## src/rtl/fifo_wr_arbiter.sv

```systemverilog
// Round-robin burst arbiter that merges N_REQ valid/ready writers
// onto the single write port of a FIFO.
module fifo_wr_arbiter #(
    parameter int N_REQ     = 4,
    parameter int DATA_W    = 8,
    parameter int MAX_BURST = 4
) (
    input  logic                    clk,
    input  logic                    rst_n,
    input  logic [N_REQ-1:0]        req_valid,
    input  logic [N_REQ*DATA_W-1:0] req_data,
    output logic [N_REQ-1:0]        req_ready,
    output logic                    fifo_wr,
    output logic [DATA_W-1:0]       fifo_data_in,
    input  logic                    fifo_full,
    output logic                    grant_valid,
    output logic [1:0]              grant_id
);

    typedef enum logic {
        IDLE,
        BURST
    } state_t;

    localparam logic [3:0] LAST_BEAT = 4'(MAX_BURST - 1);

    state_t     state;
    logic [1:0] last_id;
    logic [3:0] cnt;
    logic       busy;
    logic       owner_valid;
    logic       burst_end;
    logic       rearb;
    logic       found;
    logic [1:0] pick;
    logic [1:0] cand;

    assign busy        = (state == BURST);
    assign owner_valid = req_valid[grant_id];
    assign grant_valid = busy;
    assign fifo_wr     = busy && owner_valid && !fifo_full;

    assign fifo_data_in = busy ? req_data[grant_id*DATA_W +: DATA_W]
                               : '0;

    always_comb begin
        req_ready = '0;
        if (busy && !fifo_full) begin
            req_ready[grant_id] = 1'b1;
        end
    end

    // A full stall freezes the burst; it never ends it.
    assign burst_end = busy && !fifo_full &&
                       (!owner_valid || cnt == LAST_BEAT);
    assign rearb     = !busy || burst_end;

    // Search starts after the last owner, so it is visited last.
    always_comb begin
        found = 1'b0;
        pick  = last_id;
        cand  = last_id;
        for (int k = 1; k <= N_REQ; k++) begin
            cand = last_id + 2'(k);
            if (!found && req_valid[cand]) begin
                found = 1'b1;
                pick  = cand;
            end
        end
    end

    always_ff @(posedge clk or negedge rst_n) begin
        if (!rst_n) begin
            state    <= IDLE;
            grant_id <= '0;
            last_id  <= 2'(N_REQ - 1);
            cnt      <= '0;
        end else begin
            if (fifo_wr) begin
                cnt <= cnt + 4'd1;
            end
            if (rearb) begin
                cnt <= '0;
                if (found) begin
                    state    <= BURST;
                    grant_id <= pick;
                    last_id  <= pick;
                end else begin
                    state <= IDLE;
                end
            end
        end
    end

endmodule

```

## config.mk

```make
export PLATFORM = sky130hd
export DESIGN_NAME = fifo_wr_arbiter
export DESIGN_NICKNAME = d
export VERILOG_FILES = /design/src/rtl/fifo_wr_arbiter.sv
export SDC_FILE = /design/constraint.sdc
export NUM_CORES = 1
export LEC_CHECK = 0
export ABC_AREA = 0
export ABC_CLOCK_PERIOD_IN_PS = 1950
export CAP_MARGIN = 20
export CORE_MARGIN = 3
export CORE_UTILIZATION = 35
export DETAILED_ROUTE_END_ITERATION = 6
export PLACE_DENSITY = 0.91
export REMOVE_ABC_BUFFERS = 1
export SETUP_SLACK_MARGIN = 0.4
export SYNTH_ARGS = -nofsm -noshare
export SYNTH_HDL_FRONTEND = slang
export SYNTH_SLANG_ARGS = --single-unit
```

## constraint.sdc

```tcl
create_clock -name clk -period 1.95 [get_ports clk]
set_input_delay 0.2925 -clock clk [delete_from_list [all_inputs] [get_ports clk]]
set_output_delay 0.2925 -clock clk [all_outputs]
set_load 0.02 [all_outputs]
```

[Word level (Yosys, flattened, before mapping)]
Cells that the tools add are included.
Word-level totals
  register bits after elaboration: 9
  bits in latches: 0
  bits in writable memories: 0
  memory bits (read-only): 0
  bits of input ports: 39
  output and inout port bits: 16
  word-level logic and storage cells: 59
  memories: 0
Cells by class
  add/subtract/negate cells: 4
  $mul: 0
  divide/modulo/power cells: 0
  $lt $le $gt $ge: 6
  eq/ne operators: 1
  shift operators: 1
  multiplexer cells: 25
  bitwise operators: 0
  reductions and logical operators: 18
Operator list (count)
  indexed part select 32 x 6 -> 8 bit: 1
  < comparator 2 x 3 -> 1 bit, second input constant: 5
  2-to-1 mux 4 bit: 3
  2-to-1 mux 1 bit: 11
  binary-select mux 1 bit (select 2 bit): 5
  logical AND 1 bit: 8
  2-to-1 mux 2 bit: 4
  2-to-1 mux 8 bit: 1
  logical NOT 1 bit: 6
  adder 2 bit, second input constant: 2
  adder 4 x 1 -> 4 bit, second input constant: 1
  == test 4 x 2 -> 1 bit, second input constant: 1
  adder 2 x 1 -> 2 bit, second input constant: 1
  demux 1 bit (select 2 bit): 1
  greater-or-equal comparator 2 x 1 -> 1 bit, second input constant: 1
  logical OR 1 bit: 2
  AND reduction 2 bit: 1
  nonzero test 2 bit: 1

[Logic depth before layout (Yosys ltp)]
  word-level depth: 14
  mapped depth: 5
  gate-level depth less buffers: 5

[Least setup slack after synthesis]
Ideal clock, no wire load.
  kind: reg2out
  start point: reg grant_id[0]
  end point: out req_ready[1]
  data arrival time: 1.591 ns
  required time: 1.657 ns
  slack: 0.066 ns
  stages on the path, launching flop included: 4
  buffers on the path: 1
  cells stage by stage: dfrtp_1 buf_2 inv_1 nor4_1
On the way
  word-level cells in the longest chain between the ends: 5
RTL lines
  from (decl): RTL line 17  | output logic [1:0] grant_id
  from (signal assigned): RTL line 86  | grant_id <= pick;
  < comparator 2 x 3 -> 1 bit (implied by the code) / greater-or-equal comparator 2 x 1 -> 1 bit (equally long branches): RTL line 49  | req_ready[grant_id] = 1'b1;
  logical AND 1 bit (implied by the code): RTL line 49
  2-to-1 mux 1 bit (implied by the code): RTL line 49
  demux 1 bit (select 2 bit) (*): RTL line 49
  2-to-1 mux 4 bit (*): RTL line 48  | if (busy && !fifo_full) begin
  to (decl): RTL line 12  | output logic [N_REQ-1:0] req_ready,
Every way passes the cells marked *; elsewhere a longest branch is shown, timed or not.

[Final worst setup path]
  start point: reg grant_id[0]
  end point: reg grant_id[0]
On the way
  word-level cells in the longest chain between the ends: 7
RTL lines
  binary-select mux 1 bit (select 2 bit): RTL line 39  | assign owner_valid = req_valid[grant_id];
  2-to-1 mux 1 bit (implied by the code): RTL line 39
  logical NOT 1 bit: RTL line 55  | (!owner_valid || cnt == LAST_BEAT);
  logical OR 1 bit: RTL line 55
  logical AND 1 bit: RTL line 54  | assign burst_end = busy && !fifo_full &&
  logical OR 1 bit: RTL line 56  | assign rearb = !busy || burst_end;
  AND reduction 2 bit (no source line)
No other way between the ends. The select of a mux whose other input is x is not followed.
A chain may end at the register's enable or synchronous reset.

==> out/metrics.yaml <==
status: "complete, no violations"
yosys_warnings: 0
finalWirelength_um: 4031
drc: 0
relSlewSlack_pct: 70.41
stdcell_area_um2: 1688
antenna_found_initial: 0
vdd.ir_drop.worst_v: 0.0009085
clkLatencyLatePin_ps: 260
postCtsHoldBufs: 0
hpwl_um: 2410
maxCapViolCount: 0
ys.flop_type: "dfrtp_1"
postRouteAntennaNets: 0
fp-row-count: 16
finalSetupViolations: 0
cts_tree: "yes"
yosys.area.top_type: "mux4_2"
cp.arrival_ps: 2090
async_reset_ff_share_pct: 100.0
first_global_vias: 1010
routed-via-count: 1056
grt_max_degree: 14
placed_cells_incl_taps: 166
finalMaxSlewViolations: 0
netlist.area_leader.share_pct: 24.96
syn_avg_cell_area_um2: 10.55
synthTopCellsByCount: "9 x and2_1, 9 x mux4_2, 7 x dfrtp_1, 5 x nand3_1"
fmax_mhz: 518.6
synthCells: 77
tightest_slew_ps: 443.8
synth-seq-cells: 9
clock_sinks: 9
cts_max_level: 1
cp-start-kind: "flop"
fin_crit_sh_pct: 98.88
via_per_inst: 6.000
fin_skew_ps: 0.8684
rsz0062_at_grt: "true"
drt_first_pass_iters: 4
path_class: "flop to flop"
grt.total_usage_pct: 24.74
worst-path-max-fanout: 3
synth_cell_types: 29
die_h_um: 54.17
initial_utilization_pct: 39.00
drive_gt1_share_pct: 49.66
globalplace.congestion: 0.8161
pin_count: 55
cts_buffer_depth: 2
post_dp_cell_area_um2: 1460
core_area_um2: 2082
n_antenna_cell: 0
whs_ps: 319.7
hold_class: "input port to asynchronous set/reset pin"
cp.required_ps: 2110
p_per_area_nw_per_um2: 1317
die_area_um2: 2934
grt-ovfl-total: 0
root_buffer: "clkbuf_4"
power_mw: 2.223
hold_viol: 0
ys_top_cells_by_area: "mux4_2 25%, dfrtp_1 22%, and2_1 6.9%"
seq_area_frac_synth_pct: 28.04
synth_edf_count: 0
dieWidth_um: 54.17
clkSlewWorstSetupHoldPaths_ps: 60
fin_crit_ps: 1928
numCtsBuffers: 3
port_buffers: 54
layoutNonFillerInstCount: 176
p_leak_nw: 0.7336
syn_to_final_growth_pct: 107.9
drt_iter0_markers: 22
critPathCaptureType: "flop"
final_nets: 190
grt_pass1_wl_um: 5002
wl_per_cell_um: 22.90
synth_area_um2: 812.0
path summary, 6_finish.rpt:
kind                             start          end  slack (ps)  cells after the start
setup / recovery           grant_id[0]  grant_id[0]          20                      5
setup reg to reg           grant_id[0]  grant_id[0]          20                      5
hold / removal                   rst_n       cnt[1]         320                      1
hold reg to reg                 cnt[0]       cnt[0]         520                      1
max in group asynchronous        rst_n   last_id[0]        1320                      1
min in group clk                cnt[0]       cnt[0]         520                      1
kinds of logic after synthesis:
kind of cell    after synthesis  synth area share [%]
flops                         9                 28.04
buf+inv                       7                 3.389
mux                          12                 28.66
fa+ha+maj                     1                 1.541
xor+xnor                      1                 1.079
simple gates                 32                 24.04
compound gates               15                 13.25
final cells by class:
type	instances	area, um^2
clock buffers	4	26.28
fillers	110	394.1
inverters	3	13.76
multi-input cells	61	674.4
flip-flops and latches	9	229.0
well taps	27	33.78
repair buffers	72	710.7
power breakdown:
group / switching [mW] / internal [mW] / total (mW)
registers: 0.0908 / 0.269 / 0.359
clock network: 0.0607 / 0.0786 / 0.139
logic: 0.765 / 0.959 / 1.72
total: 0.916 / 1.31 / 2.22
sequential cells by signal, indices dropped and copies added, names as in the netlist:
signal and count:
cnt 4, grant_valid 1, grant_id 2, last_id 2
worst max-delay path, cell delays in order, from the launching register on:
cell and delay (ps):
dfrtp_2 410, mux4_2 550, buf_6 160, and3_4 180, a211oi_4 240, mux2i_2 290
what timing repair did:
item                                    CTS  global route
setup buffers                             5             1
endpoints found under the setup margin   20            24
pin swaps                                11             1
cloned                                    0             0
resized for setup                       104            26
cell usage in the layout, fill, tap and decap left out, types with 2 or more instances in the layout:
cell type        count
clkbuf_4             3
dlymetal6s2s_1       3
mux2i_1              2
inv_1                2
clkbuf_2             2
and3_4               3
dfrtp_1              6
clkdlybuf4s50_1     35
nand2_1              2
a21o_1               2
nand3_1              4
nor2b_1              2
and2_4               9
mux4_2               9
o21ai_2              2
dfstp_2              2
nor4_4               2
buf_6               19
buf_4               12
a21oi_1              3
per-stage QoR:
stage	worst slack [ps]	util, %	setup TNS (ps)
after global routing	-53.59	81.07	-68.63
after detailed placement	-352.7	70.13	-2445
after CTS	37.97	77.10	0
after floorplan	-124.2	-	-254.1
final	21.84	81.07	0
after global placement	-322.3	70.13	-1811
layer usage:
layer | vias up | global-route usage [%] | routed length [um]
li1 | 438 | - | -
met1 | 501 | 25.95 | 1395
met2 | 94 | 43.63 | 1959
met3 | 23 | 7.756 | 501
met4 | 0 | 12.86 | 174
met5 | - | 0 | 0
No activity file was read; power rests on OpenSTA's default activity.
